`src/rtl/alu_seq.sv`:
```
// Handshaked ALU with condition codes {c,l,f,z,n}. Result is registered, with one cycle of latency except MUL, which takes WIDTH cycles.
// Optional build macro ALU_MUL_HI_EN adds a result_hi port carrying the upper product word.
module alu_seq #(
  parameter int WIDTH = 16
) (
  input  logic             clk,
  input  logic             reset,
  input  logic             in_valid,
  output logic             in_ready,
  input  logic [3:0]       op,
  input  logic [WIDTH-1:0] dst,
  input  logic [WIDTH-1:0] src,
  input  logic             flag_wr,
  output logic             out_valid,
  input  logic             out_ready,
  output logic [WIDTH-1:0] result,
  output logic [4:0]       flags
`ifdef ALU_MUL_HI_EN
  ,
  output logic [WIDTH-1:0] result_hi
`endif
);
  localparam int SHW = $clog2(WIDTH);
  localparam logic [3:0] OP_ADD = 4'd0, OP_ADDC = 4'd1, OP_SUB = 4'd2, OP_SUBC = 4'd3,
                         OP_CMP = 4'd4, OP_AND = 4'd5, OP_OR = 4'd6, OP_XOR = 4'd7,
                         OP_NOT = 4'd8, OP_MOV = 4'd9, OP_LSH = 4'd10, OP_ASHU = 4'd11,
                         OP_LUI = 4'd12, OP_MUL = 4'd13;

  typedef enum logic {S_IDLE, S_MUL} state_t;

  state_t             state_q;
  logic               out_valid_q;
  logic [WIDTH-1:0]   result_q;
  logic [4:0]         flags_q;
  logic [SHW-1:0]     cnt_q;
  logic [2*WIDTH-1:0] acc_q, mcand_q;
  logic [WIDTH-1:0]   mplier_q;
  logic               fwr_q;
  logic [WIDTH-1:0]   hi_q;

  logic               accept;
  logic               cin;
  logic [WIDTH:0]     sum_w, dif_w;
  logic [WIDTH-1:0]   mag, alu_res;
  logic [SHW-1:0]     sh;
  logic               sh_big;
  logic [4:0]         alu_flg;
  logic [2*WIDTH-1:0] acc_d;

  assign in_ready  = !reset && (state_q == S_IDLE) && (!out_valid_q || out_ready);
  assign accept    = in_valid && in_ready;
  assign out_valid = out_valid_q;
  assign result    = result_q;
  assign flags     = flags_q;
`ifdef ALU_MUL_HI_EN
  assign result_hi = hi_q;
`endif

  assign acc_d = acc_q + (mplier_q[0] ? mcand_q : '0);

  always_comb begin
    cin     = flags_q[4] && (op == OP_ADDC || op == OP_SUBC);
    sum_w   = {1'b0, dst} + {1'b0, src} + {{WIDTH{1'b0}}, cin};
    dif_w   = {1'b0, dst} - {1'b0, src} - {{WIDTH{1'b0}}, cin};
    // src is a signed shift amount; its magnitude picks distance, its sign picks direction
    mag     = src[WIDTH-1] ? -src : src;
    sh_big  = (mag >= WIDTH'(WIDTH));
    sh      = mag[SHW-1:0];
    alu_res = '0;
    alu_flg = flags_q;
    case (op)
      OP_ADD, OP_ADDC: begin
        alu_res = sum_w[WIDTH-1:0];
        alu_flg = {sum_w[WIDTH], flags_q[3],
                   (dst[WIDTH-1] == src[WIDTH-1]) && (sum_w[WIDTH-1] != dst[WIDTH-1]),
                   ~|sum_w[WIDTH-1:0], sum_w[WIDTH-1]};
      end
      OP_SUB, OP_SUBC, OP_CMP: begin
        alu_res = dif_w[WIDTH-1:0];
        alu_flg = {dif_w[WIDTH], dst < src,
                   (dst[WIDTH-1] != src[WIDTH-1]) && (dif_w[WIDTH-1] != dst[WIDTH-1]),
                   ~|dif_w[WIDTH-1:0], $signed(dst) < $signed(src)};
      end
      OP_AND: begin alu_res = dst & src; alu_flg[1] = ~|(dst & src); end
      OP_OR:  begin alu_res = dst | src; alu_flg[1] = ~|(dst | src); end
      OP_XOR: begin alu_res = dst ^ src; alu_flg[1] = ~|(dst ^ src); end
      OP_NOT: begin alu_res = ~dst;      alu_flg[1] = ~|(~dst);      end
      OP_MOV: alu_res = src;
      OP_LSH: begin
        if (sh_big)            alu_res = '0;
        else if (src[WIDTH-1]) alu_res = dst >> sh;
        else                   alu_res = dst << sh;
      end
      OP_ASHU: begin
        if (!src[WIDTH-1])     alu_res = sh_big ? '0 : dst << sh;
        else if (sh_big)       alu_res = {WIDTH{dst[WIDTH-1]}};
        else                   alu_res = $signed(dst) >>> sh;
      end
      OP_LUI: alu_res = {src[7:0], {(WIDTH-8){1'b0}}};
      default: ;
    endcase
  end

  always_ff @(posedge clk or posedge reset) begin
    if (reset) begin
      state_q     <= S_IDLE;
      out_valid_q <= 1'b0;
      result_q    <= '0;
      flags_q     <= '0;
      cnt_q       <= '0;
      acc_q       <= '0;
      mcand_q     <= '0;
      mplier_q    <= '0;
      fwr_q       <= 1'b0;
      hi_q        <= '0;
    end else begin
      if (out_valid_q && out_ready) out_valid_q <= 1'b0;
      case (state_q)
        S_IDLE: begin
          if (accept) begin
            if (op == OP_MUL) begin
              state_q  <= S_MUL;
              cnt_q    <= '0;
              acc_q    <= '0;
              mcand_q  <= {{WIDTH{1'b0}}, dst};
              mplier_q <= src;
              fwr_q    <= flag_wr;
            end else begin
              result_q    <= alu_res;
              hi_q        <= '0;
              out_valid_q <= 1'b1;
              if (flag_wr) flags_q <= alu_flg;
            end
          end
        end
        S_MUL: begin
          acc_q    <= acc_d;
          mcand_q  <= mcand_q << 1;
          mplier_q <= mplier_q >> 1;
          cnt_q    <= cnt_q + 1'b1;
          if (cnt_q == SHW'(WIDTH-1)) begin
            state_q     <= S_IDLE;
            result_q    <= acc_d[WIDTH-1:0];
            hi_q        <= acc_d[2*WIDTH-1:WIDTH];
            out_valid_q <= 1'b1;
            if (fwr_q) begin
              flags_q[1] <= ~|acc_d[WIDTH-1:0];
`ifdef ALU_MUL_HI_EN
              flags_q[4] <= |acc_d[2*WIDTH-1:WIDTH];
`endif
            end
          end
        end
        default: state_q <= S_IDLE;
      endcase
    end
  end

endmodule

```
`config.mk`:
```
export PLATFORM = sky130hd
export DESIGN_NAME = alu_seq
export DESIGN_NICKNAME = d
export VERILOG_FILES = /design/src/rtl/alu_seq.sv
export SDC_FILE = /design/constraint.sdc
export NUM_CORES = 1
export LEC_CHECK = 0
export BUFFER_PORTS_ARGS = -buffer_cell sky130_fd_sc_hd__buf_2
export CORE_ASPECT_RATIO = 0.8
export CORE_UTILIZATION = 55
export CTS_BUF_LIST = sky130_fd_sc_hd__clkbuf_8 sky130_fd_sc_hd__clkbuf_16
export CTS_CLUSTER_DIAMETER = 30
export CTS_CLUSTER_SIZE = 14
export DETAILED_ROUTE_END_ITERATION = 8
export PLACE_DENSITY = 0.7
export SYNTH_ARGS = -nofsm -noshare
export SYNTH_HDL_FRONTEND = slang
export SYNTH_SLANG_ARGS = --single-unit
```
`constraint.sdc`:
```
create_clock -name clk -period 4.7 [get_ports clk]
set_clock_uncertainty 0.1 [all_clocks]
set_input_delay 0.705 -clock clk [delete_from_list [all_inputs] [get_ports clk]]
set_output_delay 0.705 -clock clk [all_outputs]
set_load 0.05 [all_outputs]
```
; After elaboration in Yosys (flattened, before gate mapping)
; Cells that the tools add are included.
; W data, S select, Z words.
[classes]
n_reduce_logical = 35
addsub = 7
magnitude_cmp = 3
div_mod_pow = 0
muxes = 42
n_eq_ne = 25
n_shift = 3
bitwise = 7
multipliers = 0
[ops]
columns = op, count
row1 = $mux W16, 11
row2 = $mux W32, 5
row3 = $pmux W16 S10, 1
row4 = $pmux W32 S2, 2
row5 = $reduce_or A16 Y1, 7
row6 = $pmux W16 S2, 2
row7 = $add A32 B32 Y32, 1
row8 = $lt A16 B16 Y1, 2
row9 = $eq A4 B4 Y1 const B, 7
row10 = $add A16 B16 Y17, 1
row11 = $add A17 B1 Y17, 1
row12 = $sub A16 B16 Y17, 1
row13 = $sub A17 B1 Y17, 1
row14 = $and A16 B16 Y16, 1
row15 = $eq A4 B3 Y1 const B, 4
row16 = $ge A16 B5 Y1 const B, 1
row17 = $neg A16 Y16, 1
row18 = $not A16 Y16, 1
row19 = $or A16 B16 Y16, 1
row20 = $shl A16 B4 Y16, 1
row21 = $shr A16 B4 Y16, 1
row22 = $sshr A16 B4 Y16, 1
row23 = $xor A16 B16 Y16, 1
row24 = $reduce_and A6 Y1, 2
row25 = 26 further kinds, 65
[word_totals]
n_memories = 0
ff_bits = 108
output_inout_bits = 23
latchBits = 0
mem_bits_ro = 0
mem_bits_rw = 0

; Depth between registers and ports, before layout
; Gate-level depths: netlist of run 1.
[depth]
word_depth = 11
mapped_depth = 16
depth_no_buf = 15

; Worst setup path after synthesis of run 1
; Ideal clock, no wire load.
[synth_path]
kind = in2reg
startpoint = input src[0]
endpoint = register result_q[11], in the netlist result[11]
n_path_buf = 5
setup_ns = 0.130
required_ns = 4.470
t_arrival_ns = 4.209
setup_slack_ns = 0.261
path_stages = 15
cell_sequence = clkbuf_1 > clkinv_1 > clkbuf_1 > ha_1 > or4b_2 > clkbuf_1 > o211ai_1 > o2111ai_1 > or3_1 > buf_2 > nor2_1 > buf_2 > a31oi_1 > o41ai_1 > a21oi_1
[synth_via]
elab_chain_cells = 9
word_cells_on_any_way = 19
[synth_lines]
columns = element, line
row1 = "start, declared", 12  ; input logic [WIDTH-1:0] src,
row2 = $neg A16 Y16, 66  ; mag = src[WIDTH-1] ? -src : src;
row3 = $mux W16, 66
row4 = $ge A16 B5 Y1 (tied with other cells), 67  ; sh_big = (mag >= WIDTH'(WIDTH));
row5 = $mux W16 (on tied branches), "95, 91, 96"
row6 = $mux W16 (on tied branches), "95, 90"
row7 = $pmux W16 S10 *, 71  ; case (op)
row8 = $mux W16 *, 121  ; if (op == OP_MUL) begin
row9 = $mux W16 *, 120  ; if (accept) begin
row10 = $pmux W16 S2 *, 118  ; case (state_q)
row11 = "end signal, assigned", 129  ; result_q <= alu_res;
row12 = "end signal, assigned", 143  ; result_q <= acc_d[WIDTH-1:0];
row13 = "end, declared", 33  ; logic [WIDTH-1:0] result_q;
; Mark *: on every way between the ends. The rest lies on a longest branch, timed or not. The select of a mux whose other input is x is not followed.
; A chain may end at the register's enable or synchronous reset.

; Final worst setup path of run 1
[layout_path]
startpoint = input op[3]
endpoint = register result_q[13], in the netlist result[13]
[layout_via]
elab_chain_cells = 8
word_cells_on_any_way = 26
[layout_lines]
columns = element, line
row1 = "start, declared", 10  ; input logic [3:0] op,
row2 = $eq A4 B1 Y1 / $eq A4 B2 Y1 (equally long branches), "62, 71"
row3 = $logic_or A1 B1 Y1, 62  ; cin = flags_q[4] && (op == OP_ADDC || op == OP_SUBC);
row4 = $logic_and A1 B1 Y1, 62
row5 = $sub A17 B1 Y17 / $add A17 B1 Y17 (equally long branches), "64, 63"
row6 = $pmux W16 S10, 71
row7 = $mux W16, 121
row8 = $mux W16, 120
row9 = $pmux W16 S2, 118
; Parallel ways exist; a longest one is shown, timed or not. The select of a mux whose other input is x is not followed.

==> impl_results.md, run 1 <==
- Status: finished clean
- Final Hold Vio Count: 0
- Worst slew pin tran: 1.14 ns
- Initial Util: 56.4%
- H-tree Lvls: 3
- Most frequent cells in the layout: 125 x nor2_1, 112 x nand2_1, 96 x ha_1
- # diodes: 0
- Num CTS Buffers: 9
- Number of enable flip-flop cells after synthesis: 0
- Clock Sinks: 76
- Min Tclk post-route: 4.41 ns
- Power density of the placed cells: 370 nW/um2
- Remaining DRCs: 0
- Most common cell after layout, fill and taps aside: nor2_1
- Max_cap viols: 0
- First-pass GRT wire length: 58.2 mm
- Row count: 43
- Critical Path Fanout Max: 12
- Root Driver: clkbuf_16
- Final Max Slew Viols: 0
- Max transition margin: 23.0%
- Clk pin slew, worst setup/hold paths: 0.06 ns
- Power, Total: 3.99 mW
- Drt wl/cell: 25.5 um
- Via count: 10677
- Ys async rst share: 100%
- Final period util: 93.9%
- Grt total ovfl: 0
- Worst-Skew Late Latency: 0.34 ns
- Leak: 4.82 nW
- Sum of negative setup slack: 0 ns
- DRT antenna net count: 0
- Core ar.: 17400 um2
- Setup crit end kind: flop
- P&R area growth vs syn: 10.1%
- Layout cells sized above 1: 13.9%
- Dpl hpwl: 30.0 mm
- GRT Total Usage: 43.2%
- Drt first pass iters: 6
- Postcts setup bufs: 0
- Cts hold-fix bufs: 0
- Post-Syn Nets: 1402
- WP data arrival: 4.53 ns
- RSZ-0062 raised after global routing: false
- Largest net degree at the start of global routing: 49
- # port buffers: 63
- VDD IR max: 0.279 mV
- Clock Tree Buf Depth: 2
- Crit Path Category: input port to flop
- Vert. Die Dim: 121 um
- Worst Path Required: 4.82 ns
- Syn avg cell area: 7.78 um2
- Area of the die: 18400 um2
- CP Cell Sequence: buf_2 > nor2_1 > nand3_1 > inv_1 > fa_1 > inv_1 > ha_1 > o2111a_1 > o41ai_1 > buf_4 > a211oi_1 > o211ai_1 > nor3b_1 > o21ai_0 > o31ai_1 > a21oi_1
- FF+latch count, synth: 76
- Worst min path class: flop to flop
- Sequential share of the synthesized area: 19.4%
- Io pins: 64
- CTS resizes: 0
- Max stage delay on crit path: 0.62 ns
- F_max: 0.227 GHz
- DRT iter0 DRCs: 1425
- Post-Synthesis Cell Area: 9800 um2
- NumNets Final: 1436
- CTS tree: done
- Initial antenna violation count: 1
- Placer congestion estimate: 1.01
- Min Hold Slack: 0.379 ns
- Die Wd: 151 um
- Detail-routed via count per cell: 7.01
- Number of global-route vias before repair: 9598
- Ys Warns: 0
- Most used cell, CP: inv_1
- Kind of start point of the critical path: input port
- CP max-delay cell: fa_1
- Netlist cell types: 80
- Synth Instances: 1260
- Total Wirelength: 38.8 mm
- Endpoints failing setup: 0
- Top_reg_cell synth: dfrtp_1
-- state kept, by name, indices dropped and copies added, names as in the netlist --
signal	flops
out_valid	1
mplier_q	16
flags	5
cnt_q	4
mcand_q	16
state_q	1
fwr_q	1
result	16
acc_q	16
-- final timing paths --
kind | start | to | slack (ns) | cells past startpoint
worst max-delay path | op[3] | result[13] | 0.29 | 16
worst min-delay path | flags[3] | flags[3] | 0.38 | 2
worst max register to register | flags[4] | result[13] | 0.47 | 14
worst min register to register | flags[3] | flags[3] | 0.38 | 2
max in group asynchronous | reset | mcand_q[0] | 3.14 | 3
min in group asynchronous | reset | out_valid | 0.41 | 2
-- critical path, delay by kind of cell --
kind	cells	cell delay (ns)
adders and majority gates	2	0.80
AOI/OAI and AO/OA	7	1.60
and+or+nand+nor	3	0.82
buffers and inverters	4	0.59
-- synth_stat cells (all sizes together) (5+ instances only) --
cell,instances,share of area [%]
o21a,12,0.92
a21oi,75,3.8
o21bai,12,0.92
o31ai,14,1.1
mux2,5,0.57
a22o,6,0.54
xor2,11,0.98
ha,96,12
a21o,13,1.0
or3,18,1.1
xnor2,30,2.7
a221oi,9,0.80
a221o,32,3.3
o21ai,81,4.1
a31oi,23,1.5
fa,5,1.0
nand2b,10,0.64
o31a,5,0.45
or2,5,0.32
nor2,125,4.8
mux2i,20,2.0
a211oi,19,1.5
o2111ai,14,1.3
inv,67,2.6
nand2,113,4.4
nor2b,8,0.51
o211ai,21,1.6
buf,12,0.70
o22ai,8,0.51
mux4,18,4.1
dfrtp,76,19
nor4,17,1.1
and2,19,1.2
or4,9,0.69
clkbuf,82,3.2
a2111oi,5,0.51
nand3,24,1.2
a22oi,13,1.0
nor3,37,1.9
nand4,19,1.2
and3,7,0.45
-- metrics by stage --
| step | setup slack, ns | area, um2 | utilization (%) | std cells |
|---|---|---|---|---|
| detailed placement | 0.131 | 10500 | 60.4 | 1508 |
| global route | 0.180 | 10800 | 62.1 | 1524 |
| floorplan | 0.261 | 9800 | - | 1260 |
| CTS | 0.445 | 10800 | 62.1 | 1524 |
| finish | 0.285 | 10800 | 62.1 | 1524 |
| global placement | 0.116 | 10500 | 60.4 | 1508 |
-- logic make-up after synthesis --
kind of cell / count (synthesis) / share of synthesized area, %
and+or+nand+nor: 426 / 21.1
adders and majority gates: 101 / 13.3
AOI/OAI and AO/OA: 408 / 29.2
buffers and inverters: 165 / 6.57
xor gates and xnor gates: 41 / 3.66
DFF: 76 / 19.4
muxes: 43 / 6.75
-- layer usage --
layer  global-route usage [%]  up-vias  part of all wire [%]
met5                        0        -                     0
met4                     17.7        0                   4.7
met3                     15.0       97                    14
met2                     55.7      721                    38
met1                     63.6     5069                    43
li1                         -     4790                     -
-- cell type report --
type	instances	area, um2
fill	1596	6580
clock buffer	10	239
inverter	71	268
clock inverter	6	63.8
multi-input combinational	1019	7310
sequential	76	1900
tap	225	282
timing repair buffer	117	733
-- power breakdown --
part / total, mW / switching, mW / internal [mW]
Sequential: 1.08 / 0.183 / 0.899
Combinational: 2.19 / 1.47 / 0.721
Clock: 0.713 / 0.286 / 0.427
Total: 3.99 / 1.94 / 2.05
No activity file was read; power rests on OpenSTA's default activity.
==> run 2: changes to the inputs <==
BUFFER_PORTS_ARGS = default   (was -buffer_cell sky130_fd_sc_hd__buf_2)
DONT_BUFFER_PORTS = 1   (was default)
PLACE_DENSITY = 0.67   (was 0.7)
REMOVE_ABC_BUFFERS = 1   (was default)
==> run 2 against run 1 <==
  * Die area unchanged
  * Maximum frequency up 9.2%
  * Sequential share of layout area up 0.88 points
  * Largest power group unchanged
  * Highest routed layer unchanged
==> impl_results.md, run 2 (synthesized netlist as in run 1, its figures left out) <==
- Status: finished clean
- Total Wirelength: 37.9 mm (-2.4%)
- Met3 Resource Use GR: 14.3% (-0.68 points)
- Leak: 4.44 nW (-7.9%)
- GRT Max-Usage Layer: met1
- Clock Tree Buf Depth: 2 (unchanged)
- Num CTS Buffers: 9 (unchanged)
- Max_cap viols: 0 (unchanged)
- Clock Sinks: 76 (unchanged)
- Min Hold Slack: 0.176 ns (-0.203 ns)
- Final period util: 86.0% (-7.9 points)
- Most common cell after layout, fill and taps aside: nor2_1
- Reg-to-reg endpoint: flags[1]
- Via count: 10329 (-3.3%)
- Post-DP Area: 9990 um2 (-4.8%)
- Register area: 1900 um2 (unchanged)
- VDD IR max: 0.241 mV (-14%)
- Min Tclk post-route: 4.04 ns (-0.372 ns)
- Kind of start point of the critical path: input port
- WP data arrival: 4.20 ns (-0.33 ns)
- NumNets Final: 1350 (-6.0%)
- Worst slew pin tran: 1.11 ns (-0.0278 ns)
- Final Instance Area: 10300 um2 (-4.8%)
- Psw: 1.87 mW (-3.7%)
- Vert. Die Dim: 121 um (unchanged)
- Postcts setup bufs: 0 (unchanged)
- Endpoints failing setup: 0 (unchanged)
- Detail-routed via count per cell: 7.18 (+2.5%)
- Initial antenna violation count: 0 (-1)
- Power, Total: 3.77 mW (-5.6%)
- Clock Power Share: 18.3% (+0.4 points)
- Remaining DRCs: 0 (unchanged)
- Worst min path class: input port to async pin
- Critical Path Fanout Max: 22 (+10)
- Die Wd: 151 um (unchanged)
- Dpl hpwl: 29.1 mm (-3.3%)
- Power density of the placed cells: 366 nW/um2 (-0.87%)
- FILL cells: 1597 (+0.063%)
- Int Pwr: 1.90 mW (-7.4%)
- Cts hold-fix bufs: 0 (unchanged)
- Final Hold Vio Count: 0 (unchanged)
- DRT iter0 DRCs: 1608 (+13%)
- CTS tree: done
- Grt total ovfl: 0 (unchanged)
- First-pass GRT wire length: 57.1 mm (-1.9%)
- Core ar.: 17400 um2 (unchanged)
- Row count: 43 (unchanged)
- M1 GR Usage: 60.7% (-2.9 points)
- R2R Path Start: mcand_q[0]
- Largest net degree at the start of global routing: 48 (-2.0%)
- Io pins: 64 (unchanged)
- # port buffers: 0 (-100%)
- Clk pin slew, worst setup/hold paths: 0.07 ns (about the same)
- Final core occ: 59.2% (-3.0 points)
- Placer congestion estimate: 1.01 (+0.70%)
- Root Driver: clkbuf_16
- DRT antenna net count: 0 (unchanged)
- Worst-Skew Late Latency: 0.34 ns (about the same)
- P&R area growth vs syn: 4.90%
- Setup crit end kind: flop
- Seq pwr share: 37.5% (+10 points)
- Placed cells: 1422 (-5.7%)
- GRT Total Usage: 41.9% (-1.3 points)
- Final Max Slew Viols: 0 (unchanged)
- Finished Layout Cells: 1438 (-5.6%)
- Layout cells sized above 1: 7.91% (-6.0 points)
- R2r worst-path depth: 11 (-3)
- Multi-input gate area: 7310 um2 (unchanged)
- Most frequent cells in the layout: 125 x nor2_1, 112 x nand2_1, 96 x ha_1
- Crit Path Category: input port to flop
- Number of global-route vias before repair: 9360 (-2.5%)
- Drt first pass iters: 6 (unchanged)
- Worst R2R Setup Slack: 0.74 ns (+0.27 ns)
- # diodes: 0 (unchanged)
- Met2 Use GR: 55.9% (+0.23 points)
- H-tree Lvls: 3 (unchanged)
- Drt wl/cell: 26.4 um (+3.5%)
- Area of the die: 18400 um2 (unchanged)
- Gate power share: 44.2% (-11 points)
- RSZ-0062 raised after global routing: false
- Initial Util: 56.4% (unchanged)
- Worst Path Required: 4.85 ns (+0.03 ns)
- CTS resizes: 0 (unchanged)
- Max transition margin: 25.3% (+2.3 points)
- F_max: 0.247 GHz (+9.2%)
- Sw frac: 49.7% (+0.98 points)
## run 2: cell types whose count changed in the layout (fill, tap and decap cells not counted)
cell,delta
buf_12,-1
buf_2,-63
bufinv_16,-1
inv_1,-1
clkbuf_8,-1
inv_8,+2
clkinv_4,+2
buf_4,-22
clkinv_2,-1
## run 2: per-stage QoR
step | TNS, ns | worst slack [ns]
after floorplan | -12.50 | -1.08
after detailed placement | 0 | 0.440
after global placement | 0 | 0.546
final | 0 | 0.657
after global routing | 0 | 0.467
after CTS | 0 | 0.752
## run 2: critical path, stage by stage
cell and delay (ns):
clkinv_1 0.25, ha_1 0.54, ha_1 0.46, nand4_1 0.11, o22ai_1 0.51, o21ai_0 0.31
o2111ai_1 0.24, o311ai_0 0.15, buf_4 0.18, nand2b_1 0.13, o21ai_0 0.17, o21ai_0 0.21
o211ai_1 0.21
## run 2: metal layers
| layer | routed length, um | vias to the layer above |
|---|---|---|
| met2 | 14900 | 695 |
| li1 | - | 4610 |
| met5 | 0 | - |
| met4 | 1410 | 0 |
| met3 | 5300 | 76 |
| met1 | 16300 | 4948 |
## run 2: power by group through the flow
stage          clock (mW)  sequential (mW)  combinational (mW)
2_1_floorplan           0             1.39                1.10
3_3_place_gp            0             1.41                1.60
3_5_place_dp            0             1.42                1.61
4_1_cts             0.697             1.41                1.62
5_1_grt             0.730             1.44                1.80
6_report            0.690             1.41                1.66
## run 2: worst max path at each step
| stage | startpoint | end | depth (start not counted) |
|---|---|---|---|
| 2_1_floorplan | src[0] | result[15] | 11 |
| 3_3_place_gp | src[3] | result[13] | 12 |
| 3_5_place_dp | src[3] | flags[1] | 13 |
| 4_1_cts | mcand_q[0] | flags[1] | 10 |
| 5_1_grt | src[0] | result[11] | 11 |
| 6_report | src[3] | flags[1] | 13 |
## run 2: final cells by class
type / instances / share of cell area, %
inverter: 71 / 2.60
clock buffer: 9 / 2.19
multi-input combinational: 1019 / 71.1
timing repair buffer: 31 / 2.26
clock inverter: 7 / 0.633
tap: 225 / 2.74
sequential: 76 / 18.5
